$ cat src/rtl/frame_writer.sv
// Packs a byte stream into 12-bit RGB pixels and writes one W x H frame to RAM
// in raster order; an idle timeout discards a half-received pixel.
module frame_writer #(
   parameter int unsigned W       = 200,
   parameter int unsigned H       = 150,
   parameter int unsigned ADDR_W  = 15,
   parameter int unsigned TIMEOUT = 50000
) (
   input  logic              clk,
   input  logic              rst,
   input  logic              start,
   input  logic              byte_valid,
   input  logic [7:0]        byte_data,
   output logic              ram_we,
   output logic [ADDR_W-1:0] ram_addr,
   output logic [11:0]       ram_wdata,
   output logic              busy,
   output logic              done,
   output logic [7:0]        drop_cnt
);

   localparam int unsigned NPIX = W * H;
   localparam int unsigned TW   = $clog2(TIMEOUT + 1);

   typedef enum logic [1:0] {IDLE, HI, LO, DONE} state_t;

   state_t            r_state, w_state;
   logic [ADDR_W-1:0] r_pix, w_pix;
   logic [TW-1:0]     r_timer, w_timer;
   logic [3:0]        r_red, w_red;
   logic              r_we, w_we;
   logic [ADDR_W-1:0] r_addr, w_addr;
   logic [11:0]       r_wdata, w_wdata;
   logic              r_busy, w_busy;
   logic              r_done, w_done;
   logic [7:0]        r_drop, w_drop;

   always_ff @(posedge clk or posedge rst) begin
      if (rst) begin
         r_state <= IDLE;
         r_pix   <= '0;
         r_timer <= '0;
         r_red   <= '0;
         r_we    <= 1'b0;
         r_addr  <= '0;
         r_wdata <= '0;
         r_busy  <= 1'b0;
         r_done  <= 1'b0;
         r_drop  <= '0;
      end else begin
         r_state <= w_state;
         r_pix   <= w_pix;
         r_timer <= w_timer;
         r_red   <= w_red;
         r_we    <= w_we;
         r_addr  <= w_addr;
         r_wdata <= w_wdata;
         r_busy  <= w_busy;
         r_done  <= w_done;
         r_drop  <= w_drop;
      end
   end

   always_comb begin
      w_state = r_state;
      w_pix   = r_pix;
      w_timer = r_timer;
      w_red   = r_red;
      w_we    = 1'b0;
      w_addr  = r_addr;
      w_wdata = r_wdata;
      w_done  = r_done;
      w_drop  = r_drop;
      // start overrides everything, including a byte arriving in the same cycle
      if (start) begin
         w_state = HI;
         w_pix   = '0;
         w_timer = '0;
         w_done  = 1'b0;
         w_drop  = '0;
      end else begin
         unique case (r_state)
            HI: begin
               if (byte_valid) begin
                  w_red   = byte_data[3:0];
                  w_timer = '0;
                  w_state = LO;
               end
            end
            LO: begin
               if (byte_valid) begin
                  w_we    = 1'b1;
                  w_addr  = r_pix;
                  w_wdata = {r_red, byte_data};
                  if (r_pix == ADDR_W'(NPIX - 1)) begin
                     w_state = DONE;
                     w_done  = 1'b1;
                  end else begin
                     w_pix   = r_pix + 1'b1;
                     w_state = HI;
                  end
               end else if (r_timer == TW'(TIMEOUT - 1)) begin
                  w_state = HI;
                  w_timer = '0;
                  if (r_drop != 8'hFF) w_drop = r_drop + 8'd1;
               end else begin
                  w_timer = r_timer + 1'b1;
               end
            end
            default: ;
         endcase
      end
      w_busy = (w_state == HI) || (w_state == LO);
   end

   assign ram_we    = r_we;
   assign ram_addr  = r_addr;
   assign ram_wdata = r_wdata;
   assign busy      = r_busy;
   assign done      = r_done;
   assign drop_cnt  = r_drop;

endmodule
$ cat config.mk
export PLATFORM = sky130hd
export DESIGN_NAME = frame_writer
export DESIGN_NICKNAME = d
export VERILOG_FILES = /design/src/rtl/frame_writer.sv
export SDC_FILE = /design/constraint.sdc
export NUM_CORES = 1
export LEC_CHECK = 0
export ABC_AREA = 1
export CAP_MARGIN = 20
export CORE_UTILIZATION = 59
export DETAILED_ROUTE_END_ITERATION = 6
export PLACE_DENSITY = 0.92
export SYNTH_ARGS = -nofsm -noshare
export SYNTH_HDL_FRONTEND = slang
export SYNTH_SLANG_ARGS = --single-unit
export TNS_END_PERCENT = 10
$ cat constraint.sdc
create_clock -name clk -period 5.2 [get_ports clk]
set_clock_uncertainty 0.1 [all_clocks]
set_input_delay 1.04 -clock clk [delete_from_list [all_inputs] [get_ports clk]]
set_output_delay 1.04 -clock clk [all_outputs]
set_load 0.02 [all_outputs]
Word-level counts from Yosys, hierarchy flattened
Cells that the tools add are included.
Storage, ports and cells
  word-level logic and storage cells: 65
  bits of input ports: 12
  memories kept: 0
  register bits: 75
  memory bits (read-only): 0
  latch bits: 0
  memory bits (writable): 0
Cells by class
  equal/unequal tests: 11
  bitwise operators: 1
  order comparisons: 0
  reductions and logical operators: 13
  $add $sub $neg: 3
  multiply operators: 0
  muxes and demuxes: 27
  div/mod/pow operators: 0
  shift-type cells: 0
Operators with widths (count)
  2-to-1 mux 16 bit: 4
  2-to-1 mux 15 bit: 4
  2-to-1 mux 8 bit: 5
  one-hot mux 16 bit (2 select lines): 1
  adder 16 x 1 -> 16 bit, second input constant: 1
  equality test 16 bit, second input constant: 1
  adder 15 x 1 -> 15 bit, second input constant: 1
  equality test 15 bit, second input constant: 1
  AND reduction 3 bit: 5
  2-to-1 mux 2 bit: 5
  nonzero test 2 bit: 5
  adder 8 x 1 -> 8 bit, second input constant: 1
  inequality test 8 bit, second input constant: 1
  2-to-1 mux 1 bit: 7
  inequality test 3 bit, second input constant: 2
  equality test 2 x 1 -> 1 bit, second input constant: 2
  equality test 2 bit, second input constant: 2
  inequality test 2 bit, second input constant: 2
  one-hot mux 2 bit (2 select lines): 1
  AND reduction 4 bit: 1
  nonzero test 3 bit: 1
  logical OR 1 bit: 1
  inverter 1 bit: 1

Logic depth before layout (Yosys ltp)
  word-level depth: 7
  gate-level depth with buffers: 12
  gate-level depth less buffers: 12

Worst setup path after synthesis
Ideal clock, no wire load.
  path kind: input -> register
  start: input port byte_valid
  end: register r_timer[14]
  arrival time: 1830 ps
  setup time: 114 ps
  stages: 11
  slack: 3156 ps
  path buffers: 0
  path through: inv_2 -> nand2_2 -> o21ai_2 -> nand2_4 -> nand2_8 -> nor2_8 -> nand2_2 -> nor2_2 -> or2_1 -> inv_1 -> nor2_2
On the way
  cells in the longest elaborated chain, start to end: 2
  elaborated cells between the ends (all ways): 3
  classes of those cells: eq/ne: 2; reduce/logical: 1
RTL lines
  start, declared: RTL line 12  | input logic byte_valid,
  inequality test 3 bit (no line)
  AND reduction 3 bit (no line) (*)
  end signal, assigned: RTL line 53  | r_timer <= w_timer;
  end, declared: RTL line 29  | logic [TW-1:0] r_timer, w_timer;
Every way passes the cells marked *; elsewhere a longest branch is shown, timed or not.
A chain may end at the register's enable or synchronous reset.

Final worst setup path
  start: input port start
  end: register r_timer[14]
On the way
  cells in the longest elaborated chain, start to end: 2
  elaborated cells between the ends (all ways): 5
  classes of those cells: eq/ne: 2; mux: 1; reduce/logical: 2
RTL lines
  start, declared: RTL line 11  | input logic start,
  inequality test 3 bit (no line) / nonzero test 3 bit (equally long branches)
  AND reduction 3 bit (no line)
Parallel ways exist; a longest one is shown, timed or not.

==> reports/results.ini <==
[route]
via_count=3324
wire_per_inst_um=14.22
ant_nets=0
drc_errors=0
wirelength_um=8430
dr.pass1.iters=5
drt-initial-drc-count=297
vias_per_cell=5.605

[final_layout]
fin_area_mm2=0.004512
final_util_pct=74.88
diodes=0
n_fill_cell=437
drive_gt1_share_pct=8.880
area_growth_pct=20.44
nets=531

[clocking]
cts_setup_buffers=0
clockRootBuffer=clkbuf_8
clk_latency_ps=360
cts-buffers-inserted=9
h-tree-depth=3
cts.path.max_buffers=2
cts_resized=0
hold_buffers=0
path_clk_slew_ps=80
numClockSinks=75
cts_tree=done

[critical_path]
endpoint_kind=register
critPathKind=input pin to register
worstPathCellList=clkdlybuf4s50_1, inv_1, nand2_4, nand2_8, nor2_8, nand2_2, nor2_2, or2_1, inv_1, nor2_2
path_buf_inv=3
arrival_ps=3130
cp.required_ps=5360
path_max_fanout=31
crit_family=buffers and inverters
critPathLaunchType=input pin
crit_slowest_cell=inv_1
critPathMaxStageDelay_ps=760

[yosys]
synth-main-ff-cell=dfrtp_1
netlist-cell-type-count=42
ys_seq_elements=75
syn_nets=479
ys_seq_area_share_pct=50.10
synth_common_cells=nand2_1 (134), dfrtp_1 (75), inv_1 (46)
mappedNetlistArea_mm2=0.003746
syn_inst=462
yosysTopAreaCell=dfrtp_1
syn_area_per_cell_um2=8.108
synth-async-reset-ratio_pct=100.0
ys_warn_count=0
synthTopCellsByArea=dfrtp_1 (50%), nand2_1 (13%), nand3_1 (4.8%), o21ai_0 (4.7%), inv_1 (4.6%)
yosysTopAreaCellShare_pct=50.10
synth_most_common_cell=nand2_1
synth_edf_count=0

[power]
power_frac_comb_pct=29.7
power.internal_uw=1162
ir_worst_vdd_uv=256.4
seqPwrFrac_pct=42.1
p_leak_uw=0.002120
power_density_mw_per_mm2=387.6
power.share.clock_pct=28.2
p_sw_uw=586.9
switching_share_pct=33.56

[global_route]
first_global_vias=3203
grt_max_degree=47
antenna_found_initial=0
track_usage_pct=28.20
grt_pass1_wl_um=14230
grt_overflow_total=0

[sta]
setup_tns_ps=0
fmax_ghz=0.3363
rsz0062_at_grt=no
slew_headroom_pct=36.19
setup_violations=0
drv_slew=0
final_hold_viol_count=0
worst_slack_ps=2227
layout_min_cycle_time_ps=2973
tightest_slew_ps=956.1
min_period_over_period_pct=57.18

[place]
port_buffers=49
gp_congestion=0.9057
placement.cell_area_mm2=0.004298
dp_hpwl_um=5892
dp_slack_ps=1886

[worst_hold_path]
min_path_type=register to register

[outcome]
outcome=complete, no violations

[die]
die_x_um=81.68
num_io_pins=50
rows=28
core_area_mm2=0.006026
dieArea_mm2=0.006672
start_util_pct=62.17
die_y_um=81.68

[run]
drv_cap=0

==> cell usage in the layout, fill, tap and decap left out, types with 4 or more instances in the layout <==
master | netlist | layout
xnor2_1 | 4 | 4
ha_1 | 5 | 5
nor2_2 | 4 | 4
xor2_1 | 4 | 4
inv_1 | 46 | 45
inv_2 | 5 | 6
nand3b_1 | 5 | 5
nor2_1 | 43 | 43
nand2_2 | 4 | 4
clkdlybuf4s50_1 | 0 | 49
nand2_1 | 134 | 134
nor3_1 | 9 | 9
dfrtp_1 | 75 | 75
o21ai_0 | 35 | 35
a21oi_1 | 11 | 11
nand4_1 | 4 | 4
nand3_1 | 36 | 36
clkbuf_8 | 0 | 9
==> routing by layer <==
metal	GRT usage (%)	vias to the layer above	part of all wire, %
met5	0	-	0
met4	10.00	0	2.0
met3	6.667	26	6.3
li1	-	1585	-
met2	48.75	135	50
met1	34.40	1578	42
==> area by class of cell <==
class	instances	area, µm²	share of cell area, %
multi-input combinational	325	1624	36.00
clock buffer	9	123.9	2.745
clock inverter	6	90.09	1.997
sequential	75	1877	41.60
timing repair buffer	50	498.0	11.04
tap	75	93.84	2.080
inverter	53	205.2	4.548
==> stage by stage <==
step,instances,hold WS (ps),total power [µW]
5_1_grt,593,398.4,1838
3_5_place_dp,578,351.8,1267
3_3_place_gp,578,356.5,1241
2_1_floorplan,462,342.2,1057
6_report,593,371.1,1749
4_1_cts,593,371.7,1758
==> power groups by stage <==
stage               combinational (µW)  clock, µW  sequential, µW
global route                       573        518             747
global placement                   499          0             742
finish                             520        493             736
floorplan                          232          0             825
CTS                                525        498             735
detailed placement                 522          0             745
==> path summary, 6_finish.rpt <==
kind	endpoint	startpoint	slack (ps)	cells past startpoint
hold reg to reg	ram_wdata[10]$_DFFE_PP0P_	r_red[2]$_DFFE_PP0P_	370	2
setup reg to reg	r_pix[14]$_DFFE_PP0P_	r_pix[0]$_DFFE_PP0P_	2940	10
hold / removal	ram_wdata[10]$_DFFE_PP0P_	r_red[2]$_DFFE_PP0P_	370	2
setup / recovery	r_timer[14]$_DFFE_PP0P_	start	2230	10
max in group asynchronous	r_pix[7]$_DFFE_PP0P_	rst	2940	3
min in group asynchronous	ram_we$_DFF_PP0_	rst	1110	2
==> worst reg2reg max path, cell delays in order, from the launching register on <==
cell and delay [ps]:
dfrtp_1 410, ha_1 230, nand3_2 140, nor2_1 70
nand3_2 90, nand3_1 340, nor2_2 350, nand3_1 170
nand2_1 90, nand2_1 60, nor2_1 130
==> registers in the layout, summed over array words and instances (netlist names) <==
signal,count
r_timer,16
r_pix,15
ram_addr,15
ram_wdata,12
drop_cnt,8
r_red,4
r_state,2
busy,1
done,1
ram_we,1
==> logic make-up after synthesis <==
| logic type | share of synthesized area (%) |
|---|---|
| buffers and inverters | 6.547 |
| xor gates and xnor gates | 1.870 |
| adders and majority gates | 1.670 |
| DFF | 50.10 |
| and+or+nand+nor | 31.16 |
| AOI/OAI and AO/OA | 8.651 |
Note: power is estimated with default switching activity, not from simulation.
